$ cat config.mk
export PLATFORM = sky130hd
export DESIGN_NAME = pmem_arbiter
export DESIGN_NICKNAME = d
export VERILOG_FILES = /design/src/rtl/pmem_arbiter.sv
export SDC_FILE = /design/constraint.sdc
export NUM_CORES = 1
export LEC_CHECK = 0
export ABC_AREA = 1
export BUFFER_PORTS_ARGS = -buffer_cell sky130_fd_sc_hd__buf_2
export CORE_AREA = 2 2 544 546
export DETAILED_ROUTE_END_ITERATION = 16
export DIE_AREA = 0 0 546 548
export GPL_TIMING_DRIVEN = 1
export PLACE_DENSITY = 0.3
export SYNTH_ARGS = -nofsm -noshare
export SYNTH_HDL_FRONTEND = slang
export SYNTH_SLANG_ARGS = --single-unit
export TNS_END_PERCENT = 10
$ cat constraint.sdc
create_clock -name clk -period 3.3 [get_ports clk]
set_input_delay 0.825 -clock clk [delete_from_list [all_inputs] [get_ports clk]]
set_output_delay 0.825 -clock clk [all_outputs]
set_load 0.005 [all_outputs]
$ cat src/rtl/pmem_arbiter.sv
// pmem_arbiter: shares one cacheline-adapter port between the icache (read-only)
// and the dcache (read/write). Round-robin between the two sides, one 256-bit line
// transaction outstanding at a time. The address and write data are captured at
// grant, so memory sees stable values until pmem_resp.
//
// Ports:
//   clk, rst                  clock, synchronous active-high reset
//   i_pmem_*                  icache side: read request, address, rdata/resp back
//   d_pmem_*                  dcache side: read/write request, address, wdata, rdata/resp back
//   pmem_read/write           shared request to the cacheline adapter
//   pmem_address/wdata        registered address and write data for the shared port
//   pmem_rdata, pmem_resp     line data and completion pulse from memory
module pmem_arbiter #(
    parameter int unsigned LINE_W = 256,
    parameter int unsigned ADDR_W = 32
) (
    input  logic              clk,
    input  logic              rst,

    input  logic              i_pmem_read,
    input  logic [ADDR_W-1:0] i_pmem_address,
    output logic [LINE_W-1:0] i_pmem_rdata,
    output logic              i_pmem_resp,

    input  logic              d_pmem_read,
    input  logic              d_pmem_write,
    input  logic [ADDR_W-1:0] d_pmem_address,
    input  logic [LINE_W-1:0] d_pmem_wdata,
    output logic [LINE_W-1:0] d_pmem_rdata,
    output logic              d_pmem_resp,

    output logic              pmem_read,
    output logic              pmem_write,
    output logic [ADDR_W-1:0] pmem_address,
    output logic [LINE_W-1:0] pmem_wdata,
    input  logic [LINE_W-1:0] pmem_rdata,
    input  logic              pmem_resp
);

    typedef enum logic [1:0] {
        StIdle,
        StServeI,
        StServeDRd,
        StServeDWr
    } state_e;

    state_e            state_q;
    logic              last_grant_q;  // 0 = icache, 1 = dcache
    logic [ADDR_W-1:0] addr_q;
    logic [LINE_W-1:0] wdata_q;

    logic i_req;
    logic d_req;
    logic grant_d;

    assign i_req = i_pmem_read;
    assign d_req = d_pmem_read | d_pmem_write;

    // On a tie the side that did not win last time gets the grant.
    assign grant_d = d_req & (~i_req | ~last_grant_q);

    always_ff @(posedge clk) begin
        if (rst) begin
            state_q      <= StIdle;
            last_grant_q <= 1'b0;
            addr_q       <= '0;
            wdata_q      <= '0;
        end else begin
            unique case (state_q)
                StIdle: begin
                    if (i_req || d_req) begin
                        last_grant_q <= grant_d;
                        if (grant_d) begin
                            addr_q  <= d_pmem_address;
                            wdata_q <= d_pmem_wdata;
                            // Read and write together is illegal; write takes priority.
                            state_q <= d_pmem_write ? StServeDWr : StServeDRd;
                        end else begin
                            addr_q  <= i_pmem_address;
                            state_q <= StServeI;
                        end
                    end
                end
                StServeI, StServeDRd, StServeDWr: begin
                    if (pmem_resp) begin
                        state_q <= StIdle;
                    end
                end
                default: state_q <= StIdle;
            endcase
        end
    end

    // Simulation-only check of the dcache protocol.
    always_ff @(posedge clk) begin
        if (!rst) begin
            assert (!(d_pmem_read && d_pmem_write))
            else $warning("pmem_arbiter: dcache read and write asserted together, write wins");
        end
    end

    logic serve_i;
    logic serve_d;

    assign serve_i = (state_q == StServeI);
    assign serve_d = (state_q == StServeDRd) || (state_q == StServeDWr);

    // Shared-port controls are silenced while reset is held, even mid-transaction.
    assign pmem_read    = ~rst & (serve_i | (state_q == StServeDRd));
    assign pmem_write   = ~rst & (state_q == StServeDWr);
    assign pmem_address = addr_q;
    assign pmem_wdata   = wdata_q;

    // Read data is broadcast; each cache qualifies it with its own resp.
    assign i_pmem_rdata = pmem_rdata;
    assign d_pmem_rdata = pmem_rdata;
    assign i_pmem_resp  = ~rst & serve_i & pmem_resp;
    assign d_pmem_resp  = ~rst & serve_d & pmem_resp;

endmodule
Yosys cells after proc, flatten, opt, wreduce, memory -nomap -nowiden
Index checks and enable logic that the tools add are counted.

Input bits: 582. Logic and storage cells: 35. Register bits after elaboration: 291.

Muxes and demuxes: 6. Reductions and logical operators: 7. Equality and inequality tests: 5. Bitwise logic cells: 13.

Operators with widths (count): two-way mux 32 bit (1); bitwise AND 1 bit (7); two-way mux 2 bit (3); equality test 2 bit, second input constant (2); inequality test 2 bit, second input constant (2); one-hot mux 2 bit (2 select lines) (1); AND reduction 2 bit (2); inverter 1 bit (3); bitwise OR 1 bit (3); AND reduction 3 bit (1); OR reduction 3 bit (1); equality test 2 x 1 -> 1 bit, second input constant (1); zero test 2 bit (1); logical OR 1 bit (2); two-way mux 1 bit (1).

Longest topological paths before layout
Gate-level depths: netlist of run 1.

Depth in word-level cells: 6. Depth in mapped cells: 8.

Least setup slack after synthesis of run 1
Ideal clock, no wire load.

Path type: input-to-output. Start point: in rst. End point: out d_pmem_resp. Data arrival time: 1.458 ns. Stages: 5. Buffers on the path: 2. Setup slack: 1.017 ns. Required time: 2.475 ns. Cells stage by stage: buf_2 inv_1 buf_2 nand2_1 nor2_1.

Cells in the longest elaborated chain, start to end: 3.

Ends and longest elaborated chain: start, declared (RTL line 18) `input logic rst,`; inverter 1 bit (RTL line 118) `assign d_pmem_resp = ~rst & serve_d & pmem_resp;`; bitwise AND 1 bit (2 in a row) (RTL line 118); end, declared (RTL line 30) `output logic d_pmem_resp,`.

Every way passes these cells.

Worst setup path after layout of run 1
Start point: reg state_q[1]. End point: out pmem_read.

Cells in the longest elaborated chain, start to end: 3.

Ends and longest elaborated chain: start, declared (RTL line 47) `state_e state_q;`; start signal, assigned (RTL line 64) `state_q <= StIdle;`; start signal, assigned (RTL line 77) `state_q <= d_pmem_write ? StServeDWr : StServeDRd;`; start signal, assigned (RTL line 80) `state_q <= StServeI;`; equality test 2 x 1 -> 1 bit / equality test 2 bit (equally long branches) (RTL line 105, 109); bitwise OR 1 bit (*) (RTL line 109) `assign pmem_read = ~rst & (serve_i | (state_q == StServeDRd));`; bitwise AND 1 bit (*) (RTL line 109); end, declared (RTL line 32) `output logic pmem_read,`.

Every way passes the cells marked *; elsewhere a longest branch is shown, timed or not.

==> impl_metrics.csv, run 1 <==
group,metric,value,unit
cts,holdBufCountCts,0,
grt,use_met1,7.86,%
pwr,p_per_area,598,nW/um^2
place,numPortBuffers,617,
synth,synth-edff-count,0,
timing,fmax,393,MHz
timing,tightest_slew,891,ps
synth,syn_nets,2640,
drt,wl,147000,um
grt,use_met3,11.1,%
cts,clk_pin_slew,60,ps
layout,drive_above_1_share,34.7,%
grt,grt_max_degree,138,
timing,period_needed,2540,ps
synth,ys_top_cells_by_count,"buf_4 (541), nand2_1 (391), dfxtp_1 (291)",
drt,num_vias,14309,
place,routabilityCongestion,0.810,
cts,clock_latency,660,ps
timing,rsz0062_at_grt,"false",
layout,postLayoutCellArea,21000,sq um
timing,skew,28.0,ps
worst_setup_path,endpoint_kind,"output pin",
layout,area_growth_syn_to_layout,34.5,%
cts,cts_setup_buffers,0,
place,dp_cells,5962,
grt,grt_antenna_before_repair,68,
place,place_area,19500,sq um
synth,syn_inst,2054,
synth,synthArstFlopShare,0,%
synth,yosysMostFrequentCell,"buf_4",
timing,fin_setup_tns,0,ps
synth,synthFlopType,"dfxtp_1",
pwr,p_leak,8.08,nW
worst_setup_path,worstSetupPathType,"flop to output pin",
drt,drc,0,
worst_setup_path,cp.required,2470,ps
timing,drv_slew,0,
synth,ys.warnings.count,0,
cts,cts_buffer_depth,3,
floorplanning,die_w,546,um
floorplanning,io_pins,1386,
floorplanning,die-area,299000,sq um
grt,grt_pass1_vias,14343,
grt,grt_pass1_wl,180000,um
layout,nets,2677,
min_path,hold_class,"input port to flop",
layout,final_util,7.17,%
cts,cts-htree-levels,2,
synth,synth.top_cell.area_share,37.3,%
drt,viasPerCell,2.36,
grt,grtUsageTotal,9.45,%
place,hpwl,127000,um
worst_setup_path,cp.arrival,1720,ps
grt,grtUsageMet2,13.6,%
grt,overflow,0,
drt,postRouteAntennaNets,0,
synth,netlist_area,15600,sq um
synth,syn_area_per_cell,7.61,sq um
place,post-place-ws,636,ps
cts,cts_made_buffers,46,
floorplanning,initial_utilization,5.33,%
layout,final_cells,6056,
pwr,peakVddDrop,0.349,mV
worst_setup_path,crit_fanout,4,
flow_run,cap_violations,0,
synth,ys_seq_area_share,37.3,%
grt,grt-busiest-layer,"met2",
worst_setup_path,critical_path.startpoint_type,"flop",
run_status,outcome,"completed",
floorplanning,die_h,548,um
floorplanning,rows,199,
synth,synthTopCellsByArea,"dfxtp_1 (37%), buf_4 (26%), nand4_1 (10%)",
drt,drt_iter0_drc,743,
synth,ys_ff_latch,291,
timing,hold_viol_final,0,
timing,finalSetupViolCount,0,
timing,finalCritPeriodShare,77.1,%
synth,ys_types,18,
timing,relSlewSlack,40.6,%
cts,cts.sinks,291,
drt,routedWlPerCell,24.3,um
layout,fill_cells,34704,
cts,cts_tree,"yes",
timing,finalWorstSetupSlack,756,ps
synth,yosys.area.top_type,"dfxtp_1",
floorplanning,core_area,293000,sq um
cts,root_buffer,"clkbuf_16",
drt,firstDrtPassIters,5,
cts,post_cts_resize_count,0,
## through the flow
| step | hold WS (ps) | power (W) |
|---|---|---|
| floorplan | 452 | 0.00617 |
| global placement | 446 | 0.00757 |
| detailed placement | 449 | 0.00756 |
| CTS | 332 | 0.0131 |
| global route | 383 | 0.0134 |
| finish | 441 | 0.0126 |
## report_power, final
group          switching, W  internal, W
Combinational       0.00216      0.00101
Clock               0.00218      0.00303
Sequential         0.000240      0.00395
Total               0.00459      0.00799
## registers in the layout, summed over array words and instances, names as in the netlist
| register | cells |
|---|---|
| pmem_wdata | 256 |
| pmem_address | 32 |
| state_q | 2 |
| last_grant_q | 1 |
## cell families (layout without fill, tap and decap cells)
logic type / after synthesis / after routing / share of synthesized area (%)
other: 0 / 9 / 0
buffers and inverters: 742 / 816 / 31.6
adders and majority gates: 4 / 4 / 0.320
DFF: 291 / 291 / 37.3
and+or+nand+nor: 757 / 757 / 22.4
AOI/OAI and AO/OA: 260 / 260 / 8.36
## worst max-delay path: stages, from the launching register on
cell and delay (ps):
dfxtp_1 370, inv_1 100, ha_4 300, inv_1 40
nor2_1 70, buf_2 180
## layer usage
metal  vias to the layer above  share of wire (%)
met2                      1206                 41
li1                       6353                  -
met5                         -              0.092
met3                       370                 25
met1                      6362                 29
met4                        18                4.8
## final cells by class
| type | count | area [sq um] | area share, % |
|---|---|---|---|
| flip-flops and latches | 291 | 5830 | 27.7 |
| multi-input cells | 1021 | 4910 | 23.4 |
| well taps | 3919 | 4900 | 23.3 |
| repair buffers | 658 | 3540 | 16.9 |
| clock buffers | 63 | 1270 | 6.07 |
| inverters | 73 | 274 | 1.30 |
| clock inverters | 22 | 258 | 1.23 |
| diodes | 9 | 22.5 | 0.107 |
## cell usage in the layout (no fill, tap or decap), drive strengths merged
master      n
ha          4
nand3       4
nand2     394
a21boi      1
nand4     256
dfxtp     291
diode       9
nor2      102
clkinvlp    1
a21oi     259
bufinv      4
or2         1
clkbuf     63
clkinv     13
buf       658
inv        77
## path summary, 6_finish.rpt
path | startpoint | end | slack [ps] | cells past startpoint
min | d_pmem_wdata[142] | pmem_wdata[142]$_SDFFE_PP0P_ | 440 | 3
max | state_q[1]$_SDFFE_PP0P_ | pmem_read | 760 | 5
max reg2reg | state_q[0]$_SDFFE_PP0P_ | pmem_wdata[152]$_SDFFE_PP0P_ | 1090 | 6
min reg2reg | pmem_wdata[4]$_SDFFE_PP0P_ | pmem_wdata[4]$_SDFFE_PP0P_ | 460 | 2
(Power assumes the default switching activity.)
==> run 2, diff against run 1 <==
- ABC_AREA: 1 -> 0
- CORE_AREA: 2 2 544 546 -> 2 2 534 536
- DIE_AREA: 0 0 546 548 -> 0 0 536 538
- clock period: 3.3 -> 2.15 ns (I/O delays scaled with it)
==> impl_metrics.csv, run 2 <==
group,metric,value,unit
synth,synthFlopType,"dfxtp_1",
timing,holdWs,98.3,ps
grt,grt_antenna_before_repair,59,
worst_setup_path,endpoint_kind,"output pin",
layout,drive_above_1_share,34.5,%
cts,root_buffer,"clkbuf_16",
drt,postRouteAntennaNets,0,
worst_setup_path,r2r-end,"pmem_address[14]$_SDFFE_PP0P_",
synth,synth.top_cell.area_share,41.0,%
worst_setup_path,r2r-start,"state_q[0]$_SDFFE_PP0P_",
layout,final_util,7.81,%
worst_setup_path,r2r_cells,8,
min_path,hold_class,"input port to flop",
grt,grt_pass1_vias,13313,
pwr,p_seq_share,32.7,%
synth,ys_seq_area_share,41.0,%
flow_run,cap_violations,0,
worst_setup_path,ff2ff_setup_slack,140,ps
synth,synthArstFlopShare,0,%
timing,rsz0062_at_grt,"true",
synth,ys.warnings.count,0,
worst_setup_path,cp.arrival,1680,ps
pwr,fin_total_pwr,0.0200,W
synth,syn_nets,2416,
run_status,violations,"setup timing",
place,numPortBuffers,617,
cts,clk_pin_slew,60,ps
timing,finalCritPeriodShare,103,%
pwr,internal_power,0.0128,W
layout,largest_reg_flops,256,
drt,num_vias,13447,
place,place_area,18200,sq um
worst_setup_path,crit_fanout,3,
synth,netlist_area,14200,sq um
cts,clock_latency,730,ps
timing,finalWorstSetupSlack,-68.7,ps
floorplanning,core_area,283000,sq um
timing,fmax,451,MHz
timing,drv_slew,0,
timing,finalSetupViolCount,3,
cts,cts_made_buffers,48,
pwr,pwr-share-clk,41.8,%
min_path,hold_depth,3,
grt,use_met1,6.93,%
synth,synth-edff-count,0,
grt,grtUsageTotal,8.81,%
synth,ys_top_cells_by_count,"nand2_1 (579), buf_4 (537), dfxtp_1 (291)",
pwr,pwr-share-comb,25.5,%
timing,skew,67.5,ps
drt,firstDrtPassIters,5,
synth,synthTopCellsByArea,"dfxtp_1 (41%), buf_4 (28%), nand2_1 (15%)",
cts,cts-htree-levels,2,
layout,nets,2722,
cts,cts_tree,"yes",
grt,grt_max_degree,111,
place,hpwl,115000,um
drt,drt_iter0_drc,669,
cts,cts_buffer_depth,3,
layout,layout_commonest_cell,"buf_2",
worst_setup_path,critical_path.startpoint_type,"flop",
place,routabilityCongestion,0.847,
synth,syn_inst,1830,
pwr,p_leak,8.55,nW
cts,cts.sinks,291,
timing,tightest_slew,854,ps
grt,use_met3,11.2,%
floorplanning,rows,196,
layout,mostFrequentLayoutCells,"buf_2 (613), nand2_1 (578), dfxtp_1 (289), a21oi_1 (260), dlygate4sd3_1 (213)",
drt,drc,0,
floorplanning,die_w,536,um
layout,postLayoutCellArea,22100,sq um
drt,wl,133000,um
timing,fin_setup_tns,-143,ps
layout,multi_input_area,4100,sq um
layout,fill_cells,33426,
min_path,hold_start,"d_pmem_wdata[62]",
pwr,p_per_area,903,nW/um^2
timing,relSlewSlack,43.1,%
grt,grt-busiest-layer,"met2",
floorplanning,io_pins,1386,
grt,grt_pass1_wl,160000,um
run_status,outcome,"finished with violations",
drt,routedWlPerCell,22.5,um
min_path,holdPathEnd,"pmem_wdata[62]$_SDFFE_PP0P_",
floorplanning,die-area,288000,sq um
pwr,peakVddDrop,0.640,mV
synth,yosysMostFrequentCell,"nand2_1",
timing,period_needed,2220,ps
worst_setup_path,cp.required,1610,ps
grt,grtUsageMet2,11.9,%
worst_setup_path,worstSetupPathType,"flop to output pin",
floorplanning,die_h,538,um
synth,syn_area_per_cell,7.76,sq um
drt,viasPerCell,2.26,
pwr,power_switching,0.00720,W
floorplanning,initial_utilization,5.01,%
layout,area_growth_syn_to_layout,55.8,%
grt,overflow,0,
layout,regArea,5830,sq um
synth,ys_ff_latch,291,
synth,ys_types,22,
pwr,switching_share,36.1,%
synth,yosys.area.top_type,"dfxtp_1",
timing,hold_viol_final,0,
==> run 2: logic make-up (layout without fill, tap and decap cells) <==
logic type                 after synthesis  in the layout  share of synthesized area, %
AOI/OAI and AO/OA                      297            297                          11.4
adders and majority gates                4              4                         0.353
buffers and inverters                  619            960                          30.7
DFF                                    291            291                          41.0
other                                    0              6                             0
and+or+nand+nor                        619            619                          16.5
==> run 2: layout make-up <==
type / count / share of cell area [%]
Timing Repair Buffer: 871 / 26.3
Sequential cell: 291 / 26.4
Antenna cell: 6 / 0.0679
Multi-Input combinational cell: 920 / 18.5
Clock buffer: 64 / 6.06
Inverter: 4 / 0.0792
Tap cell: 3762 / 21.3
Clock inverter: 21 / 1.33
==> run 2: critical path: stages, from the launching register on <==
cell and delay (ps):
dfxtp_2 320, buf_4 140, ha_1 170, nor2_1 160, nor3b_2 70, buf_2 150
==> run 2: power groups by stage <==
| stage | registers [W] | logic, W | clock network (W) |
|---|---|---|---|
| after floorplan | 0.00662 | 0.00253 | 0 |
| after global placement | 0.00663 | 0.00489 | 0 |
| after detailed placement | 0.00664 | 0.00489 | 0 |
| after CTS | 0.00654 | 0.00532 | 0.00892 |
| after global routing | 0.00662 | 0.00573 | 0.00901 |
| final | 0.00653 | 0.00509 | 0.00835 |
==> run 2: routing by layer <==
metal / share of wire [%] / vias to the layer above
li1: - / 5923
met1: 28 / 5990
met2: 38 / 1043
met3: 27 / 461
met4: 6.5 / 30
met5: 0.15 / -
==> run 2: how the worst max path moves through the flow <==
stage	start	endpoint	cells past startpoint
after floorplan	rst	i_pmem_resp	3
after global placement	d_pmem_write	pmem_wdata[175]$_SDFFE_PP0P_	7
after detailed placement	d_pmem_write	pmem_wdata[118]$_SDFFE_PP0P_	7
after CTS	state_q[0]$_SDFFE_PP0P_	pmem_read	4
after global routing	state_q[0]$_SDFFE_PP0P_	pmem_read	4
final	state_q[1]$_SDFFE_PP0P_	d_pmem_resp	5
==> run 2: repair_timing <==
action	in CTS	in global routing
hold buffers	213	0
pin swaps	1	2
setup endpoints to repair	4	6
gates resized for setup	12	9
setup buffers	2	0
endpoints found under the hold margin	201	0
==> run 2: through the flow <==
stage,worst slack [ps],cells
finish,-68.7,5939
global route,-211,5935
CTS,-241,5933
detailed placement,124,5634
global placement,130,5634
floorplan,419,1830
==> run 3, diff against run 2 <==
- clock period: 2.15 -> 2 ns (I/O delays scaled with it)
==> impl_metrics.csv, run 3 (synthesis results as in run 2) <==
group,metric,value,unit
run_status,outcome,"finished with violations",
run_status,violations,"setup timing",
min_path,hold_class,"input port to flop",
place,dp_cells,5653,
drt,routedWlPerCell,22.4,um
floorplanning,core_area,283000,sq um
pwr,p_leak,8.61,nW
timing,skew,66.0,ps
drt,met3_length,34200,um
worst_setup_path,ff2ff_setup_slack,340,ps
timing,drv_slew,0,
layout,layout_commonest_cell,"buf_2",
flow_run,cap_violations,0,
drt,wl_met1,39000,um
pwr,power_switching,0.00763,W
timing,holdWs,88.1,ps
drt,met2RoutedLength,51500,um
worst_setup_path,r2r-start,"state_q[1]$_SDFFE_PP0P_",
worst_setup_path,r2r_cells,7,
floorplanning,die_w,536,um
timing,tightest_slew,809,ps
timing,hold_viol_final,0,
cts,root_buffer,"clkbuf_16",
worst_setup_path,crit_path_end,"d_pmem_resp",
timing,finalWorstSetupSlack,-230,ps
floorplanning,die-area,288000,sq um
layout,mostFrequentLayoutCells,"buf_2 (604), nand2_1 (578), dfxtp_1 (280), a21oi_1 (260), dlygate4sd3_1 (226)",
worst_setup_path,crit_fanout,3,
worst_setup_path,cp.required,1500,ps
floorplanning,rows,196,
grt,grt_pass1_vias,13398,
drt,drt_iter0_drc,771,
timing,finalCritPeriodShare,112,%
layout,postLayoutCellArea,22200,sq um
grt,grt_antenna_before_repair,58,
grt,grtUsageTotal,8.84,%
grt,grt_pass1_wl,161000,um
layout,largest_reg_flops,256,
pwr,p_per_area,939,nW/um^2
layout,final_cells,5961,
timing,fin_setup_tns,-617,ps
cts,cts_tree,"yes",
grt,overflow,0,
floorplanning,initial_utilization,5.01,%
drt,wl,133000,um
pwr,pwr-share-comb,26.8,%
worst_setup_path,cp-startpoint,"state_q[0]$_SDFFE_PP0P_",
layout,area_growth_syn_to_layout,56.6,%
worst_setup_path,r2r-end,"pmem_wdata[89]$_SDFFE_PP0P_",
worst_setup_path,worstSetupPathType,"flop to output pin",
grt,grt_max_degree,96,
cts,cts_buffer_depth,3,
cts,cts.sinks,291,
floorplanning,io_pins,1386,
worst_setup_path,cp.arrival,1730,ps
cts,cts_made_buffers,45,
cts,clock_latency,710,ps
timing,relSlewSlack,46.1,%
timing,fmax,448,MHz
pwr,internal_power,0.0133,W
layout,nets,2750,
floorplanning,die_h,538,um
drt,topRoutingLayerUsed,"met5",
layout,fill_cells,33405,
pwr,switching_share,36.5,%
pwr,pwr-share-clk,39.3,%
timing,period_needed,2230,ps
drt,num_vias,13475,
pwr,p_seq_share,33.9,%
layout,drive_above_1_share,35.1,%
worst_setup_path,endpoint_kind,"output pin",
drt,firstDrtPassIters,5,
place,routabilityCongestion,0.838,
cts,cts-htree-levels,2,
worst_setup_path,critical_path.startpoint_type,"flop",
layout,final_util,7.85,%
cts,clk_pin_slew,50,ps
place,place_area,18400,sq um
drt,postRouteAntennaNets,0,
timing,finalSetupViolCount,4,
drt,drc,0,
pwr,peakVddDrop,0.676,mV
place,numPortBuffers,617,
place,hpwl,117000,um
drt,viasPerCell,2.26,
timing,rsz0062_at_grt,"true",
## run 3: cell count changes in the layout (fill, tap and decap cells not counted), moves of 5 or more
cell           before  now
dlygate4sd3_1     213  226
buf_4              20   46
buf_2             613  604
dfxtp_1           289  280
dfxtp_2             1   10
clkinv_4            6    1
## run 3: through the flow
stage	power (W)	setup slack, ps
floorplan	0.00983	344
global placement	0.0125	40.5
detailed placement	0.0126	42.2
CTS	0.0216	-313
global route	0.0223	-302
finish	0.0209	-230
## run 3: area by class of cell
type	instances	area, sq um	share of cell area, %
multi-input cells	920	4080	18.3
diodes	3	7.51	0.0338
repair buffers	902	6130	27.6
clock inverters	20	221	0.996
inverters	4	15.0	0.0675
well taps	3762	4710	21.2
clock buffers	59	1240	5.57
flip-flops and latches	291	5840	26.3
## run 3: power by group through the flow
stage                     Sequential [W]  Clock, W  Combinational, W
after detailed placement         0.00721         0           0.00535
final                            0.00708   0.00821           0.00559
after global placement           0.00720         0           0.00534
after global routing             0.00718   0.00884           0.00625
after CTS                        0.00711   0.00869           0.00582
after floorplan                  0.00711         0           0.00272
## run 3: critical path: stages, from the launching register on
cell and delay [ps]:
dfxtp_2 320, buf_4 120, ha_2 170, nor2_1 50, nor3b_2 240, buf_2 180
## run 3: timing repair
action	CTS	global route
pin swaps	1	0
buffers inserted	1	0
setup endpoints to repair	17	4
hold endpoints to repair	213	0
hold buffers	226	0
resized for setup	32	2
## run 3: worst min-delay path by stage
stage / from / to / slack [ps] / depth (start not counted)
after floorplan: pmem_wdata[0]$_SDFFE_PP0P_ / pmem_wdata[0]$_SDFFE_PP0P_ / 450 / 2
after global placement: pmem_wdata[119]$_SDFFE_PP0P_ / pmem_wdata[119]$_SDFFE_PP0P_ / 440 / 2
after detailed placement: pmem_wdata[68]$_SDFFE_PP0P_ / pmem_wdata[68]$_SDFFE_PP0P_ / 440 / 2
after CTS: d_pmem_wdata[180] / pmem_wdata[180]$_SDFFE_PP0P_ / 2 / 3
after global routing: rst / state_q[0]$_SDFFE_PP0P_ / 40 / 2
final: rst / state_q[0]$_SDFFE_PP0P_ / 90 / 2
## run 3: per-layer routing
metal  GRT usage [%]  vias to the layer above
li1                -                     5981
met1            7.48                     5989
met2            12.0                     1014
met4            5.14                       32
met5          0.0822                        -
met3            10.4                      459
